<file path="config.mk">
export PLATFORM = sky130hd
export DESIGN_NAME = seq_multiplier_n
export DESIGN_NICKNAME = d
export VERILOG_FILES = /design/src/rtl/seq_multiplier_n.sv
export SDC_FILE = /design/constraint.sdc
export NUM_CORES = 1
export LEC_CHECK = 0
export BUFFER_PORTS_ARGS = -buffer_cell sky130_fd_sc_hd__buf_4
export CAP_MARGIN = 0
export CORE_MARGIN = 8
export CORE_UTILIZATION = 28
export CTS_CLUSTER_DIAMETER = 120
export DETAILED_ROUTE_END_ITERATION = 10
export PLACE_DENSITY_LB_ADDON = 0.2
export SLEW_MARGIN = 10
export SYNTH_ARGS = -nofsm -noshare
export SYNTH_HDL_FRONTEND = slang
export SYNTH_SLANG_ARGS = --single-unit
</file>
<file path="constraint.sdc">
create_clock -name clk -period 2.6 [get_ports clk]
set_input_delay 0.52 -clock clk [delete_from_list [all_inputs] [get_ports clk]]
set_output_delay 0.52 -clock clk [all_outputs]
set_load 0.01 [all_outputs]
</file>
<file path="src/rtl/seq_multiplier_n.sv">
// ============================================================================
//  Module   : seq_multiplier_n
//  Purpose  : Shift-add sequential multiplier, one multiplier bit per cycle,
//             unsigned or two's-complement, full 2*WIDTH-bit product.
//  Revision : 1.0  initial release
// ============================================================================
`default_nettype none

module seq_multiplier_n #(
    parameter int WIDTH = 4
) (
    input  logic                   clk,
    input  logic                   rst,
    input  logic                   start,
    input  logic                   is_signed,
    input  logic [WIDTH-1:0]       multiplicand,
    input  logic [WIDTH-1:0]       multiplier,
    output logic                   busy,
    output logic                   done,
    output logic [2*WIDTH-1:0]     product
);

    localparam int              CW     = $clog2(WIDTH + 1);
    localparam logic [CW-1:0]   C_LAST = CW'(WIDTH - 1);
    localparam logic [CW-1:0]   C_ONE  = CW'(1);

    typedef enum logic [1:0] {
        S_IDLE = 2'd0,
        S_CALC = 2'd1,
        S_DONE = 2'd2
    } state_t;

    state_t                 r_state;
    state_t                 w_state_nxt;
    logic                   w_load;

    logic [WIDTH:0]         r_acc;
    logic [WIDTH-1:0]       r_qr;
    logic [WIDTH-1:0]       r_mr;
    logic                   r_sgn;
    logic [CW-1:0]          r_cnt;
    logic                   r_busy;
    logic                   r_done;
    logic [2*WIDTH-1:0]     r_product;

    logic                   w_last;
    logic                   w_sub;
    logic                   w_fill;
    logic [WIDTH:0]         w_ext;
    logic [WIDTH:0]         w_sum;
    logic [WIDTH:0]         w_acc_nxt;
    logic [WIDTH-1:0]       w_qr_nxt;

    // ------------------------------------------------------------------
    // Controller
    // ------------------------------------------------------------------
    assign w_last = (r_cnt == C_LAST);

    always_ff @(posedge clk) begin
        if (rst) begin
            r_state <= S_IDLE;
            r_busy  <= 1'b0;
            r_done  <= 1'b0;
        end else begin
            r_state <= w_state_nxt;
            r_busy  <= (w_state_nxt == S_CALC);
            r_done  <= (w_state_nxt == S_DONE);
        end
    end

    always_comb begin
        w_state_nxt = r_state;
        w_load      = 1'b0;
        case (r_state)
            S_IDLE: begin
                if (start) begin
                    w_state_nxt = S_CALC;
                    w_load      = 1'b1;
                end
            end
            S_CALC: begin
                if (w_last) begin
                    w_state_nxt = S_DONE;
                end
            end
            S_DONE: begin
                if (start) begin
                    w_state_nxt = S_CALC;
                    w_load      = 1'b1;
                end else begin
                    w_state_nxt = S_IDLE;
                end
            end
            default: begin
                w_state_nxt = S_IDLE;
            end
        endcase
    end

    // ------------------------------------------------------------------
    // Datapath step
    // ------------------------------------------------------------------
    // The multiplier MSB carries negative weight in signed mode, so the
    // final partial product is subtracted rather than added.
    assign w_ext  = r_sgn ? {r_mr[WIDTH-1], r_mr} : {1'b0, r_mr};
    assign w_sub  = r_sgn & w_last;

    always_comb begin
        w_sum = r_acc;
        if (r_qr[0]) begin
            if (w_sub) begin
                w_sum = r_acc - w_ext;
            end else begin
                w_sum = r_acc + w_ext;
            end
        end
    end

    assign w_fill    = r_sgn & w_sum[WIDTH];
    assign w_acc_nxt = {w_fill, w_sum[WIDTH:1]};
    assign w_qr_nxt  = {w_sum[0], r_qr[WIDTH-1:1]};

    always_ff @(posedge clk) begin
        if (rst) begin
            r_acc     <= '0;
            r_qr      <= '0;
            r_mr      <= '0;
            r_sgn     <= 1'b0;
            r_cnt     <= '0;
            r_product <= '0;
        end else if (w_load) begin
            r_acc <= '0;
            r_qr  <= multiplier;
            r_mr  <= multiplicand;
            r_sgn <= is_signed;
            r_cnt <= '0;
        end else if (r_state == S_CALC) begin
            r_acc <= w_acc_nxt;
            r_qr  <= w_qr_nxt;
            r_cnt <= r_cnt + C_ONE;
            if (w_last) begin
                r_product <= {w_acc_nxt[WIDTH-1:0], w_qr_nxt};
            end
        end
    end

    assign busy    = r_busy;
    assign done    = r_done;
    assign product = r_product;

endmodule

`default_nettype wire

</file>
; Word-level counts from Yosys, hierarchy flattened
; Index checks and enable logic that the tools add are counted.
; Widths: inputs -> output; s select.
[totals]
in_bits = 12
out_inout_bits = 10
ff_bits = 29
elab_cells = 36
[classes]
eq_ne = 5
n_bitwise = 3
reduce_logical = 5
add_sub_neg = 3
mux = 11
[ops]
columns = op, n
row1 = $mux 5, 3
row2 = $mux 4, 2
row3 = $pmux 2 s3, 1
row4 = $add 5x5->5, 1
row5 = $sub 5x5->5, 1
row6 = $eq 2x1->1 const B, 2
row7 = $eq 2x2->1 const B, 2
row8 = $mux 2, 2
row9 = $reduce_or 2->1, 2
row10 = $add 3x1->3 const B, 1
row11 = $eq 3x2->1 const B, 1
row12 = $mux 1, 3
row13 = $reduce_and 3->1, 1
row14 = $and 1x1->1, 2
row15 = $logic_not 2->1, 1
row16 = $reduce_bool 2->1, 1
row17 = $not 1->1, 1

; Longest topological paths before layout
; Gate-level depths: netlist of the first run.
[logic_depth]
depth_word = 6
mapped_depth = 12
mapped_depth_nobuf = 12

; Worst setup path before layout of the first run
; OpenSTA, ideal clock, no wires.
[synth_timing]
kind = flip-flop to flip-flop
from = reg r_cnt[0]
to = reg r_product[7], in the netlist product[7]
setup_slack_ps = 237
period_less_slack_ps = 2363
path_buffers = 0
t_arrival_ps = 2275
setup_ps = 88
path_stages_with_launch = 12
cell_sequence = dfxtp_1 -> ha_1 -> ha_1 -> nand2_1 -> nand2_1 -> o21ai_0 -> fa_1 -> nand2b_1 -> a21oi_1 -> xnor2_2 -> a21bo_1 -> a311oi_2
[synth_via]
elab_chain_len = 4
elab_cells_between_ends = 5
[synth_rtl]
columns = element, line
row1 = start: declaration, 41  ; logic [CW-1:0] r_cnt;
row2 = start signal: assignment, 140  ; r_cnt <= r_cnt + C_ONE;
row3 = $eq 3x2->1 (*), 57  ; assign w_last = (r_cnt == C_LAST);
row4 = $and 1x1->1, 106  ; assign w_sub = r_sgn & w_last;
row5 = $mux 5, 111  ; if (w_sub) begin
row6 = $mux 5, 110  ; if (r_qr[0]) begin
row7 = end signal: assignment, 142  ; r_product <= {w_acc_nxt[WIDTH-1:0], w_qr_nxt};
row8 = end: declaration, 44  ; logic [2*WIDTH-1:0] r_product;
; Every way passes the cells marked *; elsewhere a longest branch is shown, timed or not.
; A chain may end at the register's enable or synchronous reset.

; Final worst setup path of the first run
[layout_timing]
from = reg r_cnt[0]
to = reg r_acc[4]
[layout_via]
elab_chain_len = 5
[layout_rtl]
columns = element, line
row1 = $eq 3x2->1, 57
row2 = $and 1x1->1, 106
row3 = $mux 5, 111
row4 = $mux 5, 110
row5 = $and 1x1->1, 119  ; assign w_fill = r_sgn & w_sum[WIDTH];
row6 = end signal: assignment, 138  ; r_acc <= w_acc_nxt;
row7 = end: declaration, 37  ; logic [WIDTH:0] r_acc;
; No other way between the ends.

==> results by group, run 1 <==
Run status
  • Status: finished clean

Clock tree
  • Clk buf depth: 2
  • Clk root buf: clkbuf_8
  • CTS sink count: 29
  • Total setup buffers inserted after CTS: 0
  • Hold_buf cts: 0
  • CTS tree: built
  • CTS Buf Count: 5
  • H-tree levels: 2
  • Clock-pin slew on the worst setup and hold paths: ~0.060 ns
  • Worst-skew pair later-pin latency: around 0.28 ns

Place
  • Pre-CTS setup slack: 0.212 ns
  • Final HPWL DP: approximately 2300 µm
  • Buffers on Ports: 21
  • Routability congestion estimate: ~0.81
  • Placed instance count: ~260

Detailed routing
  • Vias per cell: between 4 and 5
  • Iteration count of the initial detailed-routing pass: 4
  • Via Count: 1190
  • DR DRC count: 0
  • Antenna viol nets, final: 0
  • Per-cell routed wire length: 12.1 µm
  • Iteration-0 DRC Markers: 33
  • Final wirelength: 3220 µm

Flow run
  • Max-cap check violation count: 0

Logic synthesis
  • Post-synth ARST share: 0
  • Dominant cell type by area after synthesis: dfxtp_1
  • Synth Cell Area: 1400 µm²
  • Most common flop cell mapped by yosys: dfxtp_1
  • XOR/XNOR share of the synthesized area: 0.0430
  • Main combinational cell family by area after synthesis: simple AND/OR/NAND/NOR gates
  • Post-synthesis mux area share: 0.00717
  • Complex-gate fraction of the synthesized area: 0.179
  • Syn avg cell area: ~8 µm²
  • Post-Syn Nets: slightly below 200
  • Synth warnings: 0
  • Simple-gate share of the synthesized area: 0.228
  • Top cells by area, synth: dfxtp_1 (42%), nand2_1 (8.9%), a21oi_1 (6.8%)
  • Yosys reg bits: 29
  • Gate Count Post-Synth: 175
  • Synth Area in Adders: 0.0771
  • Netlist cell types: 33
  • Post-synth top area share: 0.416
  • EDFF count, synth: 0
  • Post-synthesis sequential area ratio: 0.416

Min path
  • Min-Delay Path Class: flip-flop to flip-flop

Floorplanning
  • Core area: roughly 4800 µm²
  • DIE AREA: between 7000 and 8000 µm²
  • I/O Pins: 22
  • Initial Util: 0.294
  • Die H: roughly 87 µm
  • Die Wd: ~87 µm
  • Rows: 25

Power
  • Leakage: ~0.00068 µW
  • Peak supply drop: 0.259 mV
  • Pwr Total: around 1000 µW
  • Pwr dens: 605 nW/µm²

GRT
  • GRT overflow: 0
  • Vias in the first global route: 1121
  • Largest net degree at the start of global routing: 24
  • Total track usage: 0.0890
  • First-pass GRT wire length: approximately 5200 µm
  • Number of antenna violations at the first check in global routing: 0

STA
  • Final hold vios: 0
  • RSZ-0062 raised after global routing: no
  • Fin crit period: between 2 and 2.5 ns
  • Slew HR: 0.633
  • Sum Neg Setup Slack: 0 ns
  • Slew Viols, Final: 0
  • Setup ws final: ~0.21 ns
  • Max Clk Rate: between 400 and 500 MHz
  • Worst clock skew: 0.00673 ns
  • Worst-Margin Slew: approximately 0.55 ns
  • Final period util: 0.920
  • Final setup viols: 0

Critical path
  • WS Path Type: flip-flop to flip-flop
  • Endpoint class of the critical path: flip-flop
  • Critical Path AT: ~2.6 ns
  • Critical Path Fanout Max: 5
  • Startpoint Class: flip-flop
  • Worst Path Required: ~2.8 ns

Cells and area
  • Finished Layout Cells: between 200 and 300
  • Ant. Diodes: 0
  • Fillcell total: 530
  • Nets: between 200 and 250
  • Layout cells sized above 1: 0.176
  • Area grow syn2layout: 22.3%
[power breakdown]
| group | switching, µW | internal [µW] | total, µW | leakage (µW) |
|---|---|---|---|---|
| Combinational | 110 | 85.0 | 195 | 0.000401 |
| Clock | 168 | 185 | 353 | 0.0000450 |
| Sequential | 20.8 | 464 | 485 | 0.000236 |
[path summary, 6_finish.rpt]
check | start | to | slack (ns) | cells after the start
worst max-delay path | r_cnt[0] | r_acc[4] | 0.21 | 11
worst min-delay path | product[0] | product[0] | 0.46 | 2
worst max register to register | r_cnt[0] | r_acc[4] | 0.21 | 11
worst min register to register | product[0] | product[0] | 0.46 | 2
[layout by cell type, fill, tap and decap left out, types with 4 or more instances in the layout]
cell type  instances
a21oi_1           19
buf_4             24
clkbuf_8           5
dfxtp_1           29
ha_1               7
inv_1              9
nand2_1           33
nand2b_1           4
nor2_1            24
nor3_1             4
o21ai_0            4
[per-stage QoR]
step	instance area, µm²	utilization	hold WS [ns]
finish	1710	0.359	0.455
global route	1710	0.359	0.472
CTS	1710	0.359	0.457
detailed placement	1630	0.342	0.447
global placement	1630	0.342	0.446
floorplan	1400	-	0.440
[critical path, stage by stage (launching register included)]
cell      delay [ns]
dfxtp_1         0.32
ha_1            0.20
ha_1            0.19
buf_4           0.16
a21oi_1         0.17
xnor2_1         0.09
ha_1            0.33
nand2b_1        0.07
a21oi_1         0.21
xnor2_2         0.19
a21oi_1         0.12
a41o_2          0.24
[Yosys cell counts (2+ instances only)]
cell / count
nor2b_1: 3
nand3_1: 3
o22ai_1: 3
nand2b_1: 4
xor2_1: 3
xnor2_1: 2
nor2_1: 24
o21ai_0: 5
nand2_1: 33
nor3_1: 4
inv_1: 9
a211oi_1: 3
clkbuf_1: 6
a21oi_1: 19
a311oi_1: 2
dfxtp_1: 29
ha_1: 7
[layout make-up]
class / instances / area, µm² / area share
Tap cell: 67 / 83.8 / 0.0491
Timing Repair Buffer: 24 / 180 / 0.105
Sequential cell: 29 / 581 / 0.340
Clock buffer: 6 / 72.6 / 0.0425
Clock inverter: 2 / 10.0 / 0.00586
Inverter: 9 / 33.8 / 0.0198
Multi-Input combinational cell: 129 / 747 / 0.437
[layer usage]
metal	global-route usage	share of wire	vias up
li1	-	-	640
met1	0.118	0.54	530
met2	0.126	0.41	18
met3	0.0321	0.037	2
met4	0.0376	0.0059	0
met5	0	0	-
[cells by family (layout without fill, tap and decap cells)]
group,after synthesis,in the layout
simple gates,75,75
compound gates,39,39
flops,29,29
buf+inv,17,41
fa+ha+maj,8,8
xor+xnor,6,6
mux,1,1
[timing repair]
action / in CTS / in global routing
setup endpoints to repair: 0 / 1
gates resized for setup: 0 / 1
endpoints found under the hold margin: 0 / 0
[flip-flops by register name, indices dropped and copies added (netlist names)]
| signal | flops |
|---|---|
| done | 1 |
| r_sgn | 1 |
| busy | 1 |
| r_cnt | 3 |
| product | 8 |
| r_mr | 4 |
| r_state | 2 |
| r_qr | 4 |
| r_acc | 5 |
No activity file was read; power rests on OpenSTA's default activity.
==> run 2: changes to the inputs <==
--- a/config.mk
+++ b/config.mk
@@ -5,7 +5,7 @@
 export SDC_FILE = /design/constraint.sdc
 export NUM_CORES = 1
 export LEC_CHECK = 0
-export BUFFER_PORTS_ARGS = -buffer_cell sky130_fd_sc_hd__buf_4
+export BUFFER_PORTS_ARGS = -buffer_cell sky130_fd_sc_hd__buf_2
 export CAP_MARGIN = 0
 export CORE_MARGIN = 8
 export CORE_UTILIZATION = 28
==> run 2 against run 1 <==
  * Via count decreased by 0.42%
  * Cell count increased by 0.75%
  * Critical path depth unchanged
  * Sequential power about the same
  * Hold slack got worse by 0.0050 ns
  * Critical endpoint is now product[7]
  * Largest cell class unchanged
  * Highest routed layer unchanged
==> results by group, run 2 (same netlist as run 1, synthesis figures left out) <==
Cells and area
  • Most frequent cells in the layout: nand2_1 (33), dfxtp_1 (29), nor2_1 (24)
  • Fillcell total: 555 (+4.7%)
  • Area grow syn2layout: 19.6%
  • Max FFs per register: 8 (unchanged)
  • Ant. Diodes: 0 (unchanged)
  • Nets: 220 (+0.92%)
  • Commonest non-fill, non-tap cell in the layout: nand2_1
  • Layout cells sized above 1: 0.184 (+0.00820)

STA
  • Sum Neg Setup Slack: 0 ns (unchanged)
  • Worst clock skew: 0.00694 ns (+0.000206 ns)
  • Final hold vios: 0 (unchanged)
  • Final period util: 0.917 (-0.00227)
  • Slew Viols, Final: 0 (unchanged)
  • Max Clk Rate: 419 MHz (+0.25%)
  • Final setup viols: 0 (unchanged)
  • Setup ws final: 0.215 ns (+0.00591 ns)
  • Fin crit period: 2.39 ns (-0.00591 ns)
  • Worst-Margin Slew: 0.509 ns (-0.0419 ns)
  • RSZ-0062 raised after global routing: no
  • Slew HR: 0.661 (+0.0279)

GRT
  • Number of antenna violations at the first check in global routing: 0 (unchanged)
  • Vias in the first global route: 1159 (+3.4%)
  • GRT overflow: 0 (unchanged)
  • Total track usage: 0.0921 (+0.00313)
  • Largest net degree at the start of global routing: 19 (-21%)
  • First-pass GRT wire length: 5350 µm (+2.2%)

Clock tree
  • Worst-skew pair later-pin latency: 0.29 ns (about the same)
  • CTS sink count: 29 (unchanged)
  • Clk root buf: clkbuf_8
  • H-tree levels: 2 (unchanged)
  • CTS Buf Count: 5 (unchanged)
  • Hold_buf cts: 0 (unchanged)
  • CTS tree: built
  • Clock-pin slew on the worst setup and hold paths: 0.07 ns (about the same)
  • Clk buf depth: 2 (unchanged)

Min path
  • Worst hold stages: 2 (unchanged)
  • Hold Path Sink: product[3]
  • Min-delay src: product[3]
  • Min-Delay Path Class: flip-flop to flip-flop

Place
  • Buffers on Ports: 21 (unchanged)
  • Pre-CTS setup slack: 0.203 ns (-0.00840 ns)
  • Routability congestion estimate: 0.776 (-4.6%)
  • Final HPWL DP: 2380 µm (+1.6%)

Critical path
  • Startpoint Class: flip-flop
  • FF-to-FF End: product[7]
  • Worst reg2reg setup slack: 0.21 ns (about the same)
  • Worst Path Required: 2.80 ns (+0.03 ns)
  • FF-to-FF Start: r_cnt[0]
  • Critical Path Fanout Max: 5 (unchanged)
  • Endpoint class of the critical path: flip-flop
  • Reg2reg path depth: 11 (unchanged)
  • Critical Path AT: 2.58 ns (+0.02 ns)
  • WS Path Type: flip-flop to flip-flop

Detailed routing
  • Final wirelength: 3070 µm (-4.7%)
  • Vias per cell: 4.42 (-1.2%)
  • Iteration-0 DRC Markers: 47 (+42%)
  • Antenna viol nets, final: 0 (unchanged)
  • Iteration count of the initial detailed-routing pass: 4 (unchanged)
  • DR DRC count: 0 (unchanged)
  • Per-cell routed wire length: 11.5 µm (-5.4%)
  • Via Count: 1185 (-0.42%)

Floorplanning
  • Die H: 86.6 µm (unchanged)
  • Initial Util: 0.294 (unchanged)
  • I/O Pins: 22 (unchanged)
  • Die Wd: 86.6 µm (unchanged)
  • DIE AREA: 7500 µm² (unchanged)
  • Rows: 25 (unchanged)
  • Core area: 4750 µm² (unchanged)

Power
  • Peak supply drop: 0.271 mV (+4.6%)
  • Pwr Total: 1030 µW (about the same)
  • Leakage: 0.000683 µW (+0.21%)
  • Pwr dens: 619 nW/µm² (+2.3%)

Flow run
  • Max-cap check violation count: 0 (unchanged)

Run status
  • Status: finished clean
-- run 2: worst max path at each step --
stage	endpoint	startpoint	slack, ns	depth (start not counted)
global route	product[6]	r_cnt[0]	0.04	12
detailed placement	r_acc[4]	r_cnt[0]	0.20	10
global placement	product[7]	r_cnt[0]	0.23	10
floorplan	product[7]	r_cnt[0]	0.24	11
finish	product[7]	r_cnt[0]	0.21	11
CTS	product[7]	r_cnt[0]	0.18	10
-- run 2: what timing repair did --
item,in CTS,in global routing
endpoints found under the hold margin,0,0
setup buffers,0,0
setup endpoints to repair,0,1
resized for setup,0,1
-- run 2: layer usage --
| layer | GRT usage | routed length (µm) | vias up |
|---|---|---|---|
| li1 | - | - | 639 |
| met5 | 0 | 0 | - |
| met3 | 0.0359 | 180 | 9 |
| met4 | 0.0516 | 63 | 0 |
| met2 | 0.127 | 1230 | 21 |
| met1 | 0.118 | 1600 | 516 |
-- run 2: through the flow --
step	area [µm²]	cells	util	hold WS, ns
global route	1670	268	0.351	0.464
CTS	1670	268	0.351	0.453
global placement	1590	260	0.334	0.441
finish	1670	268	0.351	0.450
floorplan	1400	175	-	0.440
detailed placement	1590	260	0.334	0.444
-- run 2: report_power, final --
group / internal [µW] / switching [µW] / leakage (µW)
sequential: 464 / 19.9 / 0.000236
combinational: 82.1 / 109 / 0.000402
clock: 185 / 173 / 0.0000450
total: 731 / 302 / 0.000683
-- run 2: area by class of cell --
cell class                 instances  area, µm²  share of cell area
multi-input combinational        129        747               0.447
tap                               67       83.8              0.0502
inverter                           9       33.8              0.0202
sequential                        29        581               0.348
clock inverter                     2       10.0             0.00599
timing repair buffer              26        143              0.0854
clock buffer                       6       72.6              0.0434
-- run 2: critical path: stages (launching register included) --
cell      delay [ns]
dfxtp_1         0.32
ha_1            0.19
ha_1            0.18
buf_4           0.15
a21oi_1         0.18
xnor2_1         0.09
ha_1            0.33
nand2b_1        0.06
a21oi_1         0.21
xnor2_2         0.14
a21bo_1         0.22
a311oi_2        0.21
==> run 3: changes to the inputs <==
==> constraint.sdc (replaced) <==
create_clock -name clk -period 2.05 [get_ports clk]
set_input_delay 0.41 -clock clk [delete_from_list [all_inputs] [get_ports clk]]
set_output_delay 0.41 -clock clk [all_outputs]
set_load 0.01 [all_outputs]
==> run 3 against run 2 <==
  * The run now ends with setup timing left
  * Combinational power rose by 81%
  * Global-route usage is 0.48 points higher
  * Sequential share of layout area down 3.6 points
  * Maximum frequency up 9.6%
  * Non-clock buffer count increased by 12
  * Hold slack got worse by 0.087 ns
  * Cell area grew 12%
  * Clock power is 27% higher
  * Sequential power is 27% higher
  * Core utilization up 4.3 points
  * Routed wire length grew 8.2%
  * Critical endpoint is now r_acc[4]
  * Largest cell class unchanged
==> results by group, run 3 (same netlist as run 1, synthesis figures left out) <==
Cells and area
  • Post-route cell area: 1870 µm² (+12%)
  • Register area: 583 µm² (+0.43%)
  • Layout cells sized above 1: 0.305 (+0.121)
  • Max FFs per register: 8 (unchanged)
  • Ant. Diodes: 0 (unchanged)
  • Area grow syn2layout: 34.2%
  • Post-layout util: 0.394 (+0.0429)
  • Footprint of the multi-input gates: 858 µm² (+15%)
  • Most frequent cells in the layout: nand2_1 (31), dfxtp_1 (27), nor2_1 (22)
  • Commonest non-fill, non-tap cell in the layout: nand2_1
  • Fillcell total: 532 (-4.1%)
  • Nets: 232 (+5.5%)

Power
  • Pwr dens: 755 nW/µm² (+22%)
  • Peak supply drop: 0.348 mV (+29%)
  • Pwr Total: 1410 µW (+37%)
  • Leakage: 0.000774 µW (+13%)

Floorplanning
  • Die Wd: 86.6 µm (unchanged)
  • Initial Util: 0.294 (unchanged)
  • Core area: 4750 µm² (unchanged)
  • Die H: 86.6 µm (unchanged)
  • I/O Pins: 22 (unchanged)
  • Rows: 25 (unchanged)
  • DIE AREA: 7500 µm² (unchanged)

Detailed routing
  • Per-cell routed wire length: 11.9 µm (+3.6%)
  • Metal2 WL: 1470 µm (+19%)
  • Final wirelength: 3330 µm (+8.2%)
  • Iteration count of the initial detailed-routing pass: 4 (unchanged)
  • DR DRC count: 0 (unchanged)
  • Iteration-0 DRC Markers: 43 (-8.5%)
  • Max Used Layer: met4
  • WL met3: 125 µm (-31%)
  • M1 WL: 1690 µm (+5.8%)
  • Antenna viol nets, final: 0 (unchanged)
  • Vias per cell: 4.46 (+0.80%)
  • Via Count: 1248 (+5.3%)

STA
  • Worst clock skew: 0.00578 ns (-0.00116 ns)
  • Fin crit period: 2.18 ns (-0.210 ns)
  • Fin Hold WS: 0.364 ns (-0.0866 ns)
  • RSZ-0062 raised after global routing: yes
  • Worst-Margin Slew: 0.465 ns (-0.0437 ns)
  • Slew Viols, Final: 0 (unchanged)
  • Final setup viols: 5 (+5)
  • Max Clk Rate: 460 MHz (+9.6%)
  • Slew HR: 0.690 (+0.0287)
  • Setup ws final: -0.126 ns (-0.340 ns)
  • Final period util: 1.06 (+0.144)
  • Final hold vios: 0 (unchanged)

Clock tree
  • Clk buf depth: 2 (unchanged)
  • CTS sink count: 29 (unchanged)
  • Clock-pin slew on the worst setup and hold paths: 0.06 ns (about the same)
  • CTS Buf Count: 5 (unchanged)
  • H-tree levels: 2 (unchanged)
  • Worst-skew pair later-pin latency: 0.28 ns (about the same)
  • Hold_buf cts: 0 (unchanged)
  • Clk root buf: clkbuf_8
  • CTS tree: built

Place
  • Routability congestion estimate: 0.698 (-10%)
  • Pre-CTS setup slack: -0.175 ns (-0.378 ns)
  • Buffers on Ports: 21 (unchanged)
  • Final HPWL DP: 2480 µm (+4.4%)
  • Placed Area: 1740 µm² (+9.7%)

Critical path
  • Worst Path Required: 2.22 ns (-0.58 ns)
  • Critical Path AT: 2.35 ns (-0.23 ns)
  • WS Path Type: flip-flop to flip-flop
  • Startpoint Class: flip-flop
  • Endpoint class of the critical path: flip-flop
  • Critical Path Fanout Max: 5 (unchanged)

GRT
  • Vias in the first global route: 1192 (+2.8%)
  • First-pass GRT wire length: 5660 µm (+5.8%)
  • GRT overflow: 0 (unchanged)
  • Total track usage: 0.0970 (+0.00484)
  • Largest net degree at the start of global routing: 22 (+3)
  • Number of antenna violations at the first check in global routing: 0 (unchanged)

Run status
  • Status: finished, violations left
  • Failing checks: setup timing

Min path
  • Min-Delay Path Class: input port to flip-flop

Flow run
  • Max-cap check violation count: 0 (unchanged)
==> run 3: cell count changes in the layout (fill, tap and decap cells not counted), sizes merged <==
cell / before / now
buf: 26 / 38
==> run 3: worst max-delay path, stage by stage, from the launching register on <==
cell	delay, ns
dfxtp_2	0.34
ha_4	0.16
ha_4	0.17
nand2_4	0.10
o31ai_4	0.07
xor2_1	0.16
ha_1	0.33
nor2_2	0.14
a21oi_4	0.06
xnor2_4	0.15
buf_4	0.15
a41o_2	0.25
==> run 3: layout make-up <==
class	instances	share of cell area
Timing Repair Buffer	38	0.124
Multi-Input combinational cell	129	0.458
Inverter	9	0.0180
Tap cell	67	0.0447
Clock inverter	2	0.00534
Sequential cell	29	0.311
Clock buffer	6	0.0387
==> run 3: power by group <==
group          internal [µW]  switching [µW]  total [µW]
clock                    235             220         454
sequential               589            26.3         616
combinational            172             173         345
total                    996             418        1410
==> run 3: final timing paths <==
check                   from         end  slack [ns]  depth (start not counted)
setup / recovery    r_cnt[1]    r_acc[4]       -0.13                         11
hold / removal     is_signed       r_sgn        0.36                          3
setup reg to reg    r_cnt[1]    r_acc[4]       -0.13                         11
hold reg to reg   product[4]  product[4]        0.46                          2
==> run 3: what timing repair did <==
item,4_1_cts,5_1_grt
pin swaps,1,2
cloned,0,0
buffers inserted,1,1
setup endpoints to repair,7,7
gates resized for setup,2,5
==> run 3: layer usage <==
layer | vias to the layer above | global-route usage
li1 | 663 | -
met1 | 562 | 0.125
met2 | 19 | 0.142
met3 | 4 | 0.0293
met4 | 0 | 0.0469
met5 | - | 0
==> run 3: per-stage QoR <==
| step | cells | setup TNS [ns] |
|---|---|---|
| 3_3_place_gp | 270 | -0.511 |
| 2_1_floorplan | 175 | -0.0903 |
| 4_1_cts | 279 | -0.427 |
| 3_5_place_dp | 270 | -0.649 |
| 6_report | 280 | -0.466 |
| 5_1_grt | 280 | -1.06 |
